[config.mk]
export PLATFORM = sky130hd
export DESIGN_NAME = pid_cfg_writer
export DESIGN_NICKNAME = d
export VERILOG_FILES = /design/src/rtl/pid_pkg.sv /design/src/rtl/pid_cfg_fifo.sv /design/src/rtl/pid_cfg_writer.sv
export SDC_FILE = /design/constraint.sdc
export NUM_CORES = 1
export LEC_CHECK = 0
export CAP_MARGIN = 20
export CORE_UTILIZATION = 56
export DETAILED_ROUTE_END_ITERATION = 10
export PLACE_DENSITY = 0.82
export SLEW_MARGIN = 20
export SYNTH_ARGS = -nofsm -noshare
export SYNTH_HDL_FRONTEND = slang
export SYNTH_SLANG_ARGS = --single-unit
[constraint.sdc]
create_clock -name i_clk -period 4.36 [get_ports i_clk]
set_input_delay 0.872 -clock i_clk [delete_from_list [all_inputs] [get_ports i_clk]]
set_output_delay 0.872 -clock i_clk [all_outputs]
set_load 0.02 [all_outputs]
[src/rtl/pid_pkg.sv]
// Types and constants shared by the PID configuration writer and its FIFO.
package pid_pkg;

    localparam int D_WIDTH = 18;
    localparam int Q_BITS  = 12;

    typedef enum logic [1:0] {
        KP  = 2'd0,
        KI  = 2'd1,
        KD1 = 2'd2,
        KD2 = 2'd3
    } gain_addr_e;

    typedef struct packed {
        gain_addr_e             addr;
        logic [D_WIDTH-1:0]     data;
    } cfg_entry_t;

    typedef enum logic {
        ST_IDLE  = 1'b0,
        ST_WRITE = 1'b1
    } wr_state_e;

endpackage

[src/rtl/pid_cfg_fifo.sv]
// Small synchronous FIFO holding pending gain writes; push is ignored when full,
// pop is ignored when empty, so the occupancy can neither overflow nor underflow.
module pid_cfg_fifo #(
    parameter int W     = 20,
    parameter int DEPTH = 4
) (
    input  logic                     i_clk,
    input  logic                     i_rst_n,
    input  logic                     i_push,
    input  logic [W-1:0]             i_wdata,
    input  logic                     i_pop,
    output logic [W-1:0]             o_rdata,
    output logic                     o_full,
    output logic                     o_empty,
    output logic [$clog2(DEPTH):0]   o_count
);

    localparam int AW = $clog2(DEPTH);
    localparam int CW = AW + 1;

    logic [W-1:0]  r_mem [DEPTH];
    logic [AW-1:0] r_wp;
    logic [AW-1:0] r_rp;
    logic [CW-1:0] r_count;
    logic          w_push;
    logic          w_pop;

    assign o_full  = (r_count == CW'(DEPTH));
    assign o_empty = (r_count == {CW{1'b0}});
    assign o_count = r_count;
    assign o_rdata = r_mem[r_rp];
    assign w_push  = i_push && !o_full;
    assign w_pop   = i_pop && !o_empty;

    // Storage, pointers and occupancy; pointers wrap naturally since DEPTH is a power of two.
    always_ff @(posedge i_clk or negedge i_rst_n) begin
        if (!i_rst_n) begin
            r_wp    <= {AW{1'b0}};
            r_rp    <= {AW{1'b0}};
            r_count <= {CW{1'b0}};
            for (int i = 0; i < DEPTH; i++) begin
                r_mem[i] <= {W{1'b0}};
            end
        end else begin
            if (w_push) begin
                r_mem[r_wp] <= i_wdata;
                r_wp        <= r_wp + AW'(1);
            end
            if (w_pop) begin
                r_rp <= r_rp + AW'(1);
            end
            case ({w_push, w_pop})
                2'b10:   r_count <= r_count + CW'(1);
                2'b01:   r_count <= r_count - CW'(1);
                default: r_count <= r_count;
            endcase
        end
    end

endmodule

[src/rtl/pid_cfg_writer.sv]
// Buffers PID gain updates and writes them to the PID core with an active-low strobe,
// interleaved with a periodic iterate pulse so the two never coincide.
module pid_cfg_writer #(
    parameter int D_WIDTH    = 18,
    parameter int FIFO_DEPTH = 4,
    parameter int DIV_WIDTH  = 16
) (
    input  logic                          i_clk,
    input  logic                          i_rst_n,
    input  logic                          i_cfg_valid,
    output logic                          o_cfg_ready,
    input  logic [1:0]                    i_cfg_addr,
    input  logic [D_WIDTH-1:0]            i_cfg_data,
    input  logic                          i_run,
    input  logic [DIV_WIDTH-1:0]          i_period,
    output logic                          o_write_enable,
    output logic [D_WIDTH-1:0]            o_reg_addr,
    output logic [D_WIDTH-1:0]            o_reg_data,
    output logic                          o_iterate_enable,
    output logic [$clog2(FIFO_DEPTH):0]   o_pending
);

    import pid_pkg::*;

    localparam int CW = $clog2(FIFO_DEPTH) + 1;
    localparam int EW = D_WIDTH + 2;

    logic [DIV_WIDTH-1:0] r_cnt;
    logic [DIV_WIDTH-1:0] r_period;
    logic                 r_iterate;
    wr_state_e            r_state;
    logic [D_WIDTH-1:0]   r_reg_addr;
    logic [D_WIDTH-1:0]   r_reg_data;

    logic [DIV_WIDTH-1:0] w_period_eff;
    logic                 w_wrap;
    wr_state_e            w_state_next;
    logic                 w_pop;
    logic [EW-1:0]        w_head;
    gain_addr_e           w_head_addr;
    logic                 w_full;
    logic                 w_empty;
    logic [CW-1:0]        w_count;

    pid_cfg_fifo #(
        .W     (EW),
        .DEPTH (FIFO_DEPTH)
    ) u_fifo (
        .i_clk   (i_clk),
        .i_rst_n (i_rst_n),
        .i_push  (i_cfg_valid),
        .i_wdata ({i_cfg_addr, i_cfg_data}),
        .i_pop   (w_pop),
        .o_rdata (w_head),
        .o_full  (w_full),
        .o_empty (w_empty),
        .o_count (w_count)
    );

    assign w_head_addr      = gain_addr_e'(w_head[EW-1 -: 2]);
    assign o_cfg_ready      = !w_full;
    assign o_pending        = w_count;
    assign o_write_enable   = (r_state == ST_IDLE);
    assign o_reg_addr       = r_reg_addr;
    assign o_reg_data       = r_reg_data;
    assign o_iterate_enable = r_iterate;

    // Effective period, wrap detection and writer next-state; a wrap owns the next cycle.
    always_comb begin
        w_period_eff = i_period;
        w_wrap       = 1'b0;
        w_state_next = ST_IDLE;
        w_pop        = 1'b0;
        if (i_period < DIV_WIDTH'(2)) begin
            w_period_eff = DIV_WIDTH'(2);
        end else begin
            w_period_eff = i_period;
        end
        if (i_run && (r_cnt == r_period - DIV_WIDTH'(1))) begin
            w_wrap = 1'b1;
        end else begin
            w_wrap = 1'b0;
        end
        if (!w_empty && !w_wrap) begin
            w_state_next = ST_WRITE;
            w_pop        = 1'b1;
        end else begin
            w_state_next = ST_IDLE;
            w_pop        = 1'b0;
        end
    end

    // Iterate divider; the period is only re-sampled when stopped or at a wrap.
    always_ff @(posedge i_clk or negedge i_rst_n) begin
        if (!i_rst_n) begin
            r_cnt     <= {DIV_WIDTH{1'b0}};
            r_period  <= DIV_WIDTH'(2);
            r_iterate <= 1'b0;
        end else if (!i_run) begin
            r_cnt     <= {DIV_WIDTH{1'b0}};
            r_period  <= w_period_eff;
            r_iterate <= 1'b0;
        end else if (w_wrap) begin
            r_cnt     <= {DIV_WIDTH{1'b0}};
            r_period  <= w_period_eff;
            r_iterate <= 1'b1;
        end else begin
            r_cnt     <= r_cnt + DIV_WIDTH'(1);
            r_iterate <= 1'b0;
        end
    end

    // Writer state and the register address/data presented to the PID core.
    always_ff @(posedge i_clk or negedge i_rst_n) begin
        if (!i_rst_n) begin
            r_state    <= ST_IDLE;
            r_reg_addr <= {D_WIDTH{1'b0}};
            r_reg_data <= {D_WIDTH{1'b0}};
        end else begin
            r_state <= w_state_next;
            if (w_pop) begin
                r_reg_addr <= {{(D_WIDTH-2){1'b0}}, w_head_addr};
                r_reg_data <= w_head[D_WIDTH-1:0];
            end
        end
    end

endmodule

==> results.toml, run 1 <==
[timing]
fin_crit_ps = 3300
timing.setup.tns_ps = 0
fin_skew_ps = 10.4
finalHoldViolCount = 0
setup_viol_count_final = 0
rsz0062_at_grt = "no"
layout_worst_path_cycle_share = 0.757
slew_viol_final = 0
timing.final.ws_setup_ps = 1060
tightestPinTransition_ps = 1060
fmax_mhz = 303
slew_headroom = 0.289

[place]
place_ws_ps = 1090
dp_hpwl_um = 8670
place_area_um2 = 7420
gp_congestion = 0.817
io_buffers = 65

[global_routing]
gr-usage-all-layers = 0.229
use_met2 = 0.373
use_met1 = 0.297
top_usage_layer = "met2"
grt_use_met3 = 0.0653
grt_overflow = 0
grt_pass1_vias = 4364
antenna_found_initial = 0
grt_pass1_wl_um = 21900
grt_start_max_net_pins = 102

[clock_network]
cts_buffers = 17
cts.htree.levels = 4
post_cts_buffers = 0
clkTransAtPathRegs_ps = 60
cts_tree = "yes"
cts-resized-gates = 0
cts_sinks = 141
clock_latency_ps = 420
cts-hold-fix-buffers = 0
root_buffer = "clkbuf_16"
clock_path_buffers = 2

[worst_setup_path]
end_kind = "register"
worst_path_largest_cell_delay_ps = 600
worstReg2RegEnd = "u_fifo.o_count[2]"
worst-setup-path-type = "register to register"
cp_max_fo = 8
required_ps = 4690
r2r_setup_slack_ps = 1060
startpoint_type = "register"
reg2reg_depth = 13
cp.arrival_ps = 3630
crit_chain = "or4_4 > nor2_1 > nand2_1 > a32oi_1 > nand4b_1 > o21ai_2 > inv_1 > ha_1 > inv_1 > fa_1 > xor2_1 > nor2_1 > xor2_1"
path_buf_inv = 2
crit_path_top_delay_cell = "or4_4"
crit_family = "simple AND/OR/NAND/NOR gates"
r2r_start = "r_period[2]"

[outcome]
violations = "design-rule violations"
status = "complete, but fails checks"

[yosys]
syn_area_per_cell_um2 = 13.8
synth_edf_count = 0
ys_seq_area_frac = 0.527
ys.warnings.count = 0
synthDistinctLibCells = 50
synth.most_common_cell = "dfrtp_1"
synth_top_cell_by_area = "dfrtp_1"
synth_top_area_frac = 0.523
ys_seq_elements = 141
synth.area.top_cells = "dfrtp_1 (52%), mux2_2 (17%), mux4_2 (6.7%)"
netlist_top_cells_count = "dfrtp_1 (140), mux2_2 (103), nor2_1 (24)"
syn-instance-count = 487
synthFlopType = "dfrtp_1"
syn_area_um2 = 6700
ys_async_sr_fraction = 1.00

[power_and_ir_drop]
p_leak_uw = 0.00337
peakVddDrop_mv = 0.461
p_per_area_nw_per_um2 = 700

[layout]
final-seq-area_um2 = 3530
nets = 605
num-fill-cells = 792
antenna_cells = 0
multiInputGateArea_um2 = 2950
postLayoutCellArea_um2 = 7980
synthToLayoutAreaGrowth_pct = 19.1
drive_above_1_share = 0.309
final_util = 0.690

[die]
core_region_area_um2 = 11600
die_height_um = 111
io_pins = 82
row_count = 39
dieWidth_um = 111
start_util = 0.580
dieArea_um2 = 12400

[min_path]
min_delay_path_depth = 1
hold_path_end = "u_fifo.r_mem[26]"
holdCritStartpoint = "u_fifo.r_mem[26]"
hp-class = "register to register"

[routing]
via_per_inst = 5.79
final_antenna_net_count = 0
routedWlPerCell_um = 18.3
first_pass_iters = 11
drc = 13
routed-via-count = 4108
wirelength_um = 13000
drt_iter0_markers = 178

[run]
drv_cap = 0
==> kinds of logic after synthesis <==
group / after synthesis / synth area share
simple gates: 90 / 0.0728
xor+xnor: 39 / 0.0510
flops: 141 / 0.527
fa+ha+maj: 8 / 0.0161
mux: 136 / 0.267
buf+inv: 52 / 0.0422
compound gates: 20 / 0.0235
other cells: 1 / 0.000559
==> sequential cells by signal, indices dropped and copies added, names as in the netlist <==
name	flops
o_iterate_enable	1
o_reg_addr	2
o_reg_data	18
r_cnt	16
r_period	16
r_state	1
u_fifo.o_count	3
u_fifo.r_mem	80
u_fifo.r_rp	2
u_fifo.r_wp	2
==> layout make-up <==
class,instances,share of cell area
Tap cell,143,0.0224
Inverter,16,0.00752
Multi-Input combinational cell,309,0.370
Timing Repair Buffer,72,0.0883
Clock inverter,8,0.0152
Clock buffer,20,0.0547
Sequential cell,141,0.442
==> per-stage QoR <==
step	total power [uW]	cells	hold slack, ps
finish	5590	709	499
global route	5890	709	518
CTS	5640	709	501
detailed placement	4230	681	488
global placement	4130	681	481
floorplan	3600	502	474
==> metal layers <==
metal	vias to the layer above	share of wire
met4	0	0.014
met3	19	0.044
met1	2130	0.44
met2	98	0.50
met5	-	0
li1	1861	-
==> worst max path at each step <==
stage	from	endpoint	slack (ps)	cells past startpoint
final	r_period[2]	u_fifo.o_count[2]	1060	13
after global routing	r_period[1]	u_fifo.o_count[2]	900	15
after CTS	r_period[2]	u_fifo.o_count[2]	1070	13
after detailed placement	r_period[2]	u_fifo.o_count[2]	1090	13
after global placement	r_period[1]	r_period[2]	1170	10
after floorplan	r_period[1]	u_fifo.o_count[2]	1060	17
==> power by group <==
part | leakage, uW | switching, uW | internal (uW)
registers | 0.00170 | 367 | 1860
clock network | 0.000271 | 514 | 883
logic | 0.00140 | 758 | 1210
total | 0.00337 | 1640 | 3950
==> layout by cell type (no fill, tap or decap), types with 3 or more instances in the layout <==
cell type        count
clkbuf_16           17
or4_1                3
dfrtp_1            140
xor2_1              16
nand2b_1             5
mux2_2             103
nand4_1              3
a31oi_1              4
and3_1               3
clkinv_2             3
nand2_1             12
clkbuf_1             3
mux2_4              10
mux4_2              20
bufinv_16            3
ha_1                 7
xnor2_1             23
inv_1               16
conb_1              16
clkdlybuf4s50_1     64
o21ai_0              3
nor3_1               4
nand3_1             14
nor2_1              24
buf_4                7
nor4_1               8
No activity file was read; power rests on OpenSTA's default activity.
==> inputs of run 2 (changes only) <==
clock period = 3.41 ns   (was 4.36 ns; I/O delays follow)
==> run 2 against run 1 <==
Via count about the same. Critical endpoint unchanged. Clock-buffer cell count up 4. Global-route usage up 1.3 points. Non-clock buffer count up 4. Cell count up 1.1%. Critical path depth unchanged. Core utilization up 0.41 points. The flow still finishes with violations (design-rule violations). Routed wire length up 5.9%. Worst setup slack worse by 740 ps.
==> results.toml, run 2 (synthesized netlist as in run 1, its figures left out) <==
[outcome]
status = "complete, but fails checks"
violations = "design-rule violations"

[routing]
drc = 14
drt_iter0_markers = 186
first_pass_iters = 7
via_per_inst = 5.74
routedWlPerCell_um = 19.2
wirelength_um = 13700
routed-via-count = 4112
final_antenna_net_count = 0

[worst_setup_path]
r2r_setup_slack_ps = 320
cp-startpoint = "r_period[2]"
crit_chain = "nor4_1 > a21o_1 > a21oi_1 > nor4_2 > nand4b_1 > o21ai_2 > inv_1 > ha_1 > inv_1 > fa_1 > xor2_1 > nor2_1 > xor2_1"
r2r_start = "r_period[2]"
required_ps = 3720
worst_path_largest_cell_delay_ps = 580
worst-setup-path-type = "register to register"
end_kind = "register"
cp.arrival_ps = 3400
cp-endpoint = "u_fifo.o_count[2]"
path_buf_inv = 2
path_depth = 13
cp_max_fo = 8
crit_family = "simple AND/OR/NAND/NOR gates"
reg2reg_depth = 13
startpoint_type = "register"
worstReg2RegEnd = "u_fifo.o_count[2]"
crit_path_top_delay_cell = "nor4_1"

[die]
dieArea_um2 = 12400
dieWidth_um = 111
row_count = 39
io_pins = 82
die_height_um = 111
core_region_area_um2 = 11600
start_util = 0.580

[clock_network]
root_buffer = "clkbuf_16"
clock_latency_ps = 430
cts-resized-gates = 0
cts.htree.levels = 4
post_cts_buffers = 0
cts_sinks = 141
cts_tree = "yes"
cts_buffers = 17
clock_path_buffers = 2
clkTransAtPathRegs_ps = 60
cts-hold-fix-buffers = 0

[layout]
final_common_cell = "dfrtp_1"
largest_reg_flops = 80
final_util = 0.694
top_register = "u_fifo.r_mem"
instances_no_fill = 717
num-fill-cells = 792
layout_common_cells = "dfrtp_1 (140), mux2_2 (103), clkdlybuf4s50_1 (64)"
antenna_cells = 0
drive_above_1_share = 0.317
nets = 609
synthToLayoutAreaGrowth_pct = 19.8

[timing]
layout_worst_path_cycle_share = 0.906
setup_viol_count_final = 0
slew_headroom = 0.290
slew_viol_final = 0
whs_ps = 255
rsz0062_at_grt = "no"
fin_skew_ps = 9.84
timing.setup.tns_ps = 0
fin_crit_ps = 3090
finalHoldViolCount = 0
tightestPinTransition_ps = 1070
fmax_mhz = 324

[power_and_ir_drop]
peakVddDrop_mv = 0.501
clkPwrFrac = 0.242
p_per_area_nw_per_um2 = 891
combPwrFrac = 0.359
p_leak_uw = 0.00339
internal_power_uw = 4970
p_switching_uw = 2180
p_sw_frac = 0.305
p_seq_frac = 0.398

[global_routing]
grt_pass1_vias = 4445
grt_pass1_wl_um = 22600
grt_start_max_net_pins = 68
antenna_found_initial = 0
grt_overflow = 0
gr-usage-all-layers = 0.241

[run]
drv_cap = 0

[min_path]
hp-class = "primary input to asynchronous set/reset pin"

[place]
dp_hpwl_um = 9170
gp_congestion = 0.866
io_buffers = 65
dpl.cell_count = 685
[run 2: per-stage QoR]
step,area (um2),setup slack (ps),total power [uW]
5_1_grt,8030,70.6,7530
3_3_place_gp,7470,302,5270
2_1_floorplan,6760,111,4600
3_5_place_dp,7470,164,5450
6_report,8030,319,7150
4_1_cts,8020,163,7220
[run 2: worst min-delay path by stage]
stage,start,endpoint,slack (ps)
floorplan,i_rst_n,o_iterate_enable,390
global placement,u_fifo.r_mem[25],u_fifo.r_mem[25],480
detailed placement,u_fifo.r_mem[32],u_fifo.r_mem[32],490
CTS,i_rst_n,r_period[14],270
global route,i_rst_n,r_period[14],300
finish,i_rst_n,r_period[14],260
[run 2: area by class of cell]
cell class	count	area, um2	area share
clock buffers	24	472	0.0588
clock inverters	8	85.1	0.0106
inverters	16	60.1	0.00748
multi-input cells	309	2960	0.368
flip-flops and latches	141	3530	0.440
well taps	143	179	0.0223
repair buffers	76	747	0.0930
[run 2: layer usage]
| layer | routed length, um | vias to the layer above | global-route usage |
|---|---|---|---|
| li1 | - | 1867 | - |
| met5 | 0 | - | 0 |
| met3 | 588 | 22 | 0.0708 |
| met4 | 234 | 0 | 0.0982 |
| met2 | 7240 | 108 | 0.420 |
| met1 | 5680 | 2115 | 0.281 |
[run 2: power groups by stage]
stage	Clock (uW)	Sequential (uW)	Combinational, uW
2_1_floorplan	0	2830	1770
3_3_place_gp	0	2790	2480
3_5_place_dp	0	2860	2600
4_1_cts	1760	2850	2620
5_1_grt	1840	2920	2770
6_report	1730	2850	2570
[run 2: worst reg2reg max path: cells and delay by family (launching register included)]
kind | cells | cell delay, ps
and+or+nand+nor | 4 | 1180
AOI/OAI and AO/OA | 3 | 480
DFF | 1 | 460
adders and majority gates | 2 | 380
xor gates and xnor gates | 2 | 320
buffers and inverters | 2 | 140
